==> src/rtl/accel_vec_engine.sv <==
// Multi-lane vector ALU engine: streams words from memory in bursts, applies a
// per-lane add/sub/mul/pass with an immediate, and writes each burst back out.
module accel_vec_engine #(
    parameter int unsigned MEM_LEN_BITS  = 8,
    parameter int unsigned MEM_ADDR_BITS = 64,
    parameter int unsigned MEM_DATA_BITS = 64,
    parameter int unsigned LANE_BITS     = 8,
    parameter int unsigned MAX_BURST     = 16
) (
    input  logic                     clock,
    input  logic                     reset,
    input  logic                     launch,
    output logic                     finish,
    input  logic [31:0]              length,
    input  logic [63:0]              inp_baddr,
    input  logic [63:0]              out_baddr,
    input  logic [1:0]               op,
    input  logic [LANE_BITS-1:0]     imm,
    output logic [31:0]              cycles,
    output logic                     mem_req_valid,
    output logic                     mem_req_opcode,
    output logic [MEM_LEN_BITS-1:0]  mem_req_len,
    output logic [MEM_ADDR_BITS-1:0] mem_req_addr,
    output logic                     mem_wr_valid,
    output logic [MEM_DATA_BITS-1:0] mem_wr_bits,
    input  logic                     mem_rd_valid,
    input  logic [MEM_DATA_BITS-1:0] mem_rd_bits,
    output logic                     mem_rd_ready
);

    localparam int unsigned LANES = MEM_DATA_BITS / LANE_BITS;
    localparam int unsigned IW    = (MAX_BURST > 1) ? $clog2(MAX_BURST) : 1;

    typedef enum logic [2:0] {
        IDLE,
        RD_REQ,
        RD_DATA,
        WR_REQ,
        WR_DATA,
        DONE
    } state_t;

    state_t                   state;
    state_t                   state_next;
    logic [31:0]              rem;
    logic [MEM_ADDR_BITS-1:0] rd_addr;
    logic [MEM_ADDR_BITS-1:0] wr_addr;
    logic [IW-1:0]            idx;
    logic [1:0]               op_q;
    logic [LANE_BITS-1:0]     imm_q;
    logic [MEM_DATA_BITS-1:0] buffer [MAX_BURST];

    logic [31:0]              burst;
    logic [31:0]              burst_m1;
    logic                     last_beat;
    logic [MEM_ADDR_BITS-1:0] addr_step;
    logic                     rd_xfer;
    logic [MEM_DATA_BITS-1:0] alu_out;
    logic [LANE_BITS-1:0]     lane_v;
    logic [LANE_BITS-1:0]     res_v;

    assign burst     = (rem > 32'(MAX_BURST)) ? 32'(MAX_BURST) : rem;
    assign burst_m1  = burst - 32'd1;
    assign last_beat = (32'(idx) == burst_m1);
    assign addr_step = MEM_ADDR_BITS'(burst * 32'(MEM_DATA_BITS / 8));
    assign rd_xfer   = mem_rd_valid && mem_rd_ready;

    // Lanes are independent; all arithmetic wraps at LANE_BITS.
    always_comb begin
        alu_out = '0;
        lane_v  = '0;
        res_v   = '0;
        for (int unsigned l = 0; l < LANES; l++) begin
            lane_v = mem_rd_bits[l*LANE_BITS +: LANE_BITS];
            case (op_q)
                2'd0:    res_v = lane_v + imm_q;
                2'd1:    res_v = lane_v - imm_q;
                2'd2:    res_v = lane_v * imm_q;
                default: res_v = lane_v;
            endcase
            alu_out[l*LANE_BITS +: LANE_BITS] = res_v;
        end
    end

    always_ff @(posedge clock or negedge reset) begin
        if (!reset) state <= IDLE;
        else        state <= state_next;
    end

    // Outputs are decoded from the state register so reset clears them at once.
    always_comb begin
        state_next     = state;
        finish         = 1'b0;
        mem_req_valid  = 1'b0;
        mem_req_opcode = 1'b0;
        mem_req_len    = '0;
        mem_req_addr   = '0;
        mem_wr_valid   = 1'b0;
        mem_wr_bits    = '0;
        mem_rd_ready   = 1'b0;
        case (state)
            IDLE: begin
                if (launch) state_next = (length == 32'd0) ? DONE : RD_REQ;
            end
            RD_REQ: begin
                mem_req_valid = 1'b1;
                mem_req_len   = MEM_LEN_BITS'(burst_m1);
                mem_req_addr  = rd_addr;
                state_next    = RD_DATA;
            end
            RD_DATA: begin
                mem_rd_ready = 1'b1;
                if (mem_rd_valid && last_beat) state_next = WR_REQ;
            end
            WR_REQ: begin
                mem_req_valid  = 1'b1;
                mem_req_opcode = 1'b1;
                mem_req_len    = MEM_LEN_BITS'(burst_m1);
                mem_req_addr   = wr_addr;
                state_next     = WR_DATA;
            end
            WR_DATA: begin
                mem_wr_valid = 1'b1;
                mem_wr_bits  = buffer[idx];
                if (last_beat) state_next = (rem != burst) ? RD_REQ : DONE;
            end
            DONE: begin
                finish     = 1'b1;
                state_next = IDLE;
            end
            default: state_next = IDLE;
        endcase
    end

    always_ff @(posedge clock or negedge reset) begin
        if (!reset) begin
            rem     <= '0;
            rd_addr <= '0;
            wr_addr <= '0;
            idx     <= '0;
            op_q    <= '0;
            imm_q   <= '0;
            cycles  <= '0;
        end else begin
            if (state != IDLE && cycles != '1) cycles <= cycles + 32'd1;
            case (state)
                IDLE: begin
                    if (launch) begin
                        rem     <= length;
                        rd_addr <= MEM_ADDR_BITS'(inp_baddr);
                        wr_addr <= MEM_ADDR_BITS'(out_baddr);
                        op_q    <= op;
                        imm_q   <= imm;
                        cycles  <= '0;
                        idx     <= '0;
                    end
                end
                RD_REQ, WR_REQ: idx <= '0;
                RD_DATA: begin
                    if (rd_xfer) idx <= last_beat ? '0 : idx + IW'(1);
                end
                WR_DATA: begin
                    if (last_beat) begin
                        idx     <= '0;
                        rem     <= rem - burst;
                        rd_addr <= rd_addr + addr_step;
                        wr_addr <= wr_addr + addr_step;
                    end else begin
                        idx <= idx + IW'(1);
                    end
                end
                default: ;
            endcase
        end
    end

    // Burst buffer holds data only; it needs no reset.
    always_ff @(posedge clock) begin
        if (rd_xfer) buffer[idx] <= alu_out;
    end

endmodule

==> config.mk <==
export PLATFORM = sky130hd
export DESIGN_NAME = accel_vec_engine
export DESIGN_NICKNAME = d
export VERILOG_FILES = /design/src/rtl/accel_vec_engine.sv
export SDC_FILE = /design/constraint.sdc
export NUM_CORES = 2
export LEC_CHECK = 0
export ABC_AREA = 0
export CORE_MARGIN = 3
export CORE_UTILIZATION = 25
export CTS_CLUSTER_DIAMETER = 60
export DETAILED_ROUTE_END_ITERATION = 7
export PLACE_DENSITY = 0.49
export SLEW_MARGIN = 30
export SYNTH_ARGS = -nofsm -noshare
export SYNTH_HDL_FRONTEND = slang
export SYNTH_SLANG_ARGS = --single-unit
==> constraint.sdc <==
create_clock -name clock -period 6.1 [get_ports clock]
set_clock_uncertainty 0.05 [all_clocks]
set_input_delay 1.83 -clock clock [delete_from_list [all_inputs] [get_ports clock]]
set_output_delay 1.83 -clock clock [all_outputs]
set_load 0.005 [all_outputs]
Yosys cells after proc, flatten, opt, wreduce, memory -nomap -nowiden. Memory sizes are Yosys's and may differ from the RTL's. Index checks and enable logic that the tools add are counted.

Register bits: 209. Bits in writable memories: 1024. Bits of input ports: 238. Output and inout port bits: 173. Logic and storage cells: 109. Memories: 1.

Memories: buffer (words 16, bits a word 64, read ports 1, clocked after Yosys merged registers in 0, write ports 1, RTL line 51) `logic [MEM_DATA_BITS-1:0] buffer [MAX_BURST];`.

$add $sub $neg: 22. $mul: 8. Order comparisons: 1. Eq/ne operators: 14. Multiplexer cells: 41. Reduce and logical (&&, ||, !) cells: 14.

Operators by type and width (count): 64-bit one-hot mux with 2 select lines (3); 64-bit two-way mux (5); 32-bit two-way mux (6); 8-bit one-hot mux with 3 select lines (8); 64-bit by 35-bit adder with 64-bit output (2); 8-bit adder (8); 8-bit by 8-bit multiplier with 8-bit output (8); 32-bit one-hot mux with 2 select lines (1); 8-bit subtractor (8); 32-bit by 1-bit adder with 32-bit output (second input constant) (1); 4-bit by 32-bit == test with 1-bit output (1); 32-bit by 5-bit greater-than comparator with 1-bit output (second input constant) (1); 32-bit zero test (1); 32-bit inequality test (1); 32-bit inequality test (second input constant) (1); 32-bit by 1-bit subtractor with 32-bit output (second input constant) (1); 32-bit subtractor (1); 4-bit one-hot mux with 4 select lines (1); 3-bit two-way mux (5); 3-bit one-hot mux with 5 select lines (1); 4-bit two-way mux (3); 3-bit AND reduction (3); 8-bit two-way mux (1); 2-bit inequality test (second input constant) (4); 15 further kinds (25).

Depth between registers and ports, before layout.
Depth in word-level cells: 7. Depth in mapped cells: 21. Depth with buffers taken out: 17.

Least setup slack after synthesis. No wires, ideal clock.

Path type: input to register. Start: input port mem_rd_valid. End: memory buffer[2][0] (enable). Library setup time: 565 ps. Arrival: 6528 ps. Required time: 5485 ps. Slack: -1043 ps. Stages on the path: 4. Path through: inv_1 nor2_1 nand2_1 nor3_1.

Word-level cells in the longest chain between the ends: 3.

RTL lines: start: declaration (RTL line 26) `input logic mem_rd_valid,`; 1-bit logical AND (RTL line 66) `assign rd_xfer = mem_rd_valid && mem_rd_ready;`; 1-bit two-way mux (RTL line 179) `if (rd_xfer) buffer[idx] <= alu_out;`; 1-bit two-way mux (not written as such) (RTL line 179); end: declaration (RTL line 51).

Every way passes these cells.

Worst setup path in the final report.
Start: register rem[10]. End: output port mem_req_len[5].

Word-level cells in the longest chain between the ends: 4.

RTL lines: start: declaration (RTL line 45) `logic [31:0] rem;`; start signal: assignment (RTL line 149) `rem <= length;`; start signal: assignment (RTL line 165) `rem <= rem - burst;`; 32-bit by 5-bit greater-than comparator with 1-bit output (RTL line 62) `assign burst = (rem > 32'(MAX_BURST)) ? 32'(MAX_BURST) : rem;`; 32-bit two-way mux (RTL line 62); 32-bit by 1-bit subtractor with 32-bit output (RTL line 63) `assign burst_m1 = burst - 32'd1;`; 8-bit two-way mux (RTL line 101) `case (state)`; end: declaration (RTL line 22) `output logic [MEM_LEN_BITS-1:0] mem_req_len,`.

Every way passes these cells.

==> impl_metrics.py <==
metrics = {
    "outcome": {
        "outcome": "complete, no violations",
    },
    "cts": {
        "clockRootBuffer": "clkbuf_16",
        "cts_buffers": 150,
        "ctsHoldBuffers": 0,
        "clockBufferDepth": 3,
        "post_cts_buffers": 0,
        "htreeDepth": 4,
        "clock_latency_ns": 0.80,
        "cts_num_sinks": 1233,
        "cts_tree": "yes",
        "path_clk_slew_ns": 0.06,
        "post_cts_resized": 0,
    },
    "worst_hold_path": {
        "hold_end": "wr_addr[2]$_DFFE_PN0P_",
        "hp-start": "wr_addr[2]$_DFFE_PN0P_",
        "holdPathStages": 2,
        "hold_path_class": "reg -> reg",
    },
    "global_route": {
        "overflow": 0,
        "grt_pass1_wl_mm": 307.2,
        "grt_pass1_vias": 43760,
        "antenna_found_initial": 14,
        "grt_start_max_net_pins": 151,
        "track_usage_pct": 15.53,
    },
    "setup_path": {
        "r2r-start": "rem[10]$_DFFE_PN0P_",
        "crit_type": "reg -> out",
        "critical_path.slowest_cell": "clkdlybuf4s50_1",
        "crit_required_ns": 4.22,
        "r2r_end": "wr_addr[53]$_DFFE_PN0P_",
        "cp-end-kind": "primary output",
        "arrival_ns": 3.95,
        "path_cells": "or4_4 -> or3_1 -> or3_1 -> buf_4 -> nor4_1 -> clkdlybuf4s50_1",
        "crit_fanout": 8,
        "r2r_cells": 17,
        "critical_path.max_stage_delay_ns": 0.71,
        "r2r_slack_ns": 0.72,
        "crit_path_start_kind": "flop",
        "cp_common_cell": "or3_1",
    },
    "pwr": {
        "peakVddDrop_mv": 0.4437,
        "power.density_nw_per_um2": 588.2,
        "p_leak_nw": 28.75,
        "total_power_mw": 47.28,
    },
    "synthesis": {
        "seq_area_frac_synth_pct": 55.32,
        "synth.top_cell.area_share_pct": 47.28,
        "syn_avg_cell_area_um2": 13.34,
        "syn_inst": 4875,
        "synth_cell_types": 78,
        "synth_most_common_cell": "edfxtp_1",
        "syn-cell-area_um2": 65040,
        "synth_seq_cells": 1233,
        "synth_ff_type": "edfxtp_1",
        "ys_top_cells_by_count": "edfxtp_1 (1024), nand2_1 (407), nor2_1 (347)",
        "synth_edf_count": 1024,
        "synth_area_leaders": "edfxtp_1 (47%), mux4_2 (11%), dfrtp_1 (8.0%)",
        "synth_top_cell_by_area": "edfxtp_1",
        "async_flop_share_pct": 16.95,
        "yosysWarnings": 0,
    },
    "sta": {
        "min_period_ns": 5.829,
        "finalSetupViolations": 0,
        "fmax_ghz": 0.1715,
        "holdWs_ns": 0.4258,
        "hold_viol": 0,
        "relSlewSlack_pct": 32.01,
        "rsz0062_at_grt": "no",
        "slew_viol_final": 0,
        "post-route-period-util_pct": 95.56,
        "tightest_slew_ns": 1.020,
    },
    "route": {
        "num_vias": 42880,
        "wl_per_cell_um": 23.32,
        "ant_nets": 0,
        "via_per_inst": 4.772,
        "dr.first_iter.drc_count": 3271,
        "wl_mm": 209.5,
        "drt-pass1-iter-count": 6,
        "drc": 0,
    },
    "floorplanning": {
        "placement_rows": 186,
        "die_y_um": 516.1,
        "initial_core_util_pct": 25.22,
        "core_area_um2": 257900,
        "die-area_um2": 266300,
        "die_width_um": 516.1,
        "io_pins": 411,
    },
    "finish": {
        "layout.nets": 6081,
        "area_delta_synth_final_pct": 23.58,
        "drive_gt1_share_pct": 15.27,
    },
    "place": {
        "dp_hpwl_mm": 142.1,
        "portBuffers": 410,
        "place_congestion": 0.8747,
    },
    "job": {
        "max-cap-violations": 0,
    },
}
-- how the worst max path moves through the flow --
stage	start	to	slack, ns	depth (start not counted)
global placement	mem_rd_bits[1]	buffer[0][5]$_DFFE_PP_	-0.05	13
CTS	rem[10]$_DFFE_PN0P_	mem_req_len[5]	0.13	6
finish	rem[10]$_DFFE_PN0P_	mem_req_len[5]	0.27	6
detailed placement	mem_rd_bits[49]	buffer[3][53]$_DFFE_PP_	-0.08	13
floorplan	mem_rd_bits[35]	buffer[0][39]$_DFFE_PP_	0.49	14
global route	rem[10]$_DFFE_PN0P_	mem_req_len[2]	0.03	9
-- registers in the layout, indices dropped and copies added, names as in the netlist --
| name | flops |
|---|---|
| state | 3 |
| buffer | 1024 |
| rd_addr | 64 |
| rem | 32 |
| idx | 4 |
| cycles | 32 |
| imm_q | 8 |
| op_q | 2 |
| wr_addr | 64 |
-- kinds of logic after synthesis --
group           after synthesis  synth area share [%]
mux                         448                 13.05
xor+xnor                    265                 3.568
compound gates              798                 7.545
buf+inv                     470                 2.768
other cells                   2               0.01155
fa+ha+maj                   370                 8.341
flops                      1233                 55.32
simple gates               1289                 9.395
-- where the power goes --
part           switching [mW]  total, mW  internal, mW
Sequential              0.972       15.3          14.3
Clock                    3.78       8.96          5.18
Combinational            13.9       23.1          9.14
-- layout make-up --
| type | instances | area [um^2] |
|---|---|---|
| timing repair buffer | 659 | 6541 |
| clock inverter | 82 | 1062 |
| clock buffer | 188 | 3938 |
| multi-input combinational | 3225 | 27800 |
| tap | 3384 | 4234 |
| inverter | 204 | 773.2 |
| fill | 25700 | 177500 |
| antenna | 10 | 25.02 |
| sequential | 1233 | 36010 |
-- layer usage --
metal / wire length, um / GRT usage, % / up-vias
li1: - / - / 19370
met3: 10340 / 2.265 / 218
met5: 14 / 0 / -
met1: 94790 / 21.36 / 22090
met4: 4149 / 3.581 / 2
met2: 100300 / 25.79 / 1194
-- critical path: cells and delay by family (launching register included) --
family / cells / cell delay [ns]
flip-flops: 1 / 0.43
buffers and inverters: 2 / 0.93
AND/OR/NAND/NOR: 4 / 1.81
-- through the flow --
stage	util [%]	area, um^2	cells	setup slack [ns]	TNS, ns
3_3_place_gp	29.18	75230	8703	-0.05336	-1.434
4_1_cts	31.15	80330	8974	0.1284	0
2_1_floorplan	-	65260	4928	0.4855	0
5_1_grt	31.17	80370	8979	0.02909	0
3_5_place_dp	29.21	75330	8704	-0.08331	-1.323
6_report	31.17	80380	8985	0.2705	0
-- placed cells by master (no fill, tap or decap), types with 16 or more instances in the layout --
| cell | n |
|---|---|
| o21bai_1 | 16 |
| conb_1 | 55 |
| inv_1 | 200 |
| nand4_1 | 29 |
| buf_4 | 205 |
| clkdlybuf4s50_1 | 407 |
| buf_12 | 44 |
| clkinv_1 | 24 |
| clkbuf_16 | 151 |
| o22ai_1 | 34 |
| nand3_1 | 74 |
| and2_1 | 234 |
| a21oi_1 | 267 |
| mux4_2 | 320 |
| nor2b_1 | 16 |
| ha_1 | 264 |
| xnor2_1 | 156 |
| a31oi_1 | 49 |
| nor2_1 | 334 |
| and3_1 | 35 |
| nand2_1 | 406 |
| mux2i_1 | 120 |
| o21ai_0 | 171 |
| edfxtp_1 | 1024 |
| clkbuf_1 | 35 |
| a211oi_1 | 16 |
| nand2b_1 | 23 |
| o211ai_1 | 24 |
| fa_1 | 106 |
| xor2_1 | 108 |
| a22oi_1 | 17 |
| clkinv_2 | 17 |
| o21a_1 | 16 |
| dfrtp_1 | 201 |
| a21o_1 | 67 |
| nor4_1 | 26 |
| nor3_1 | 37 |
Power figures use the tool's default switching activity.
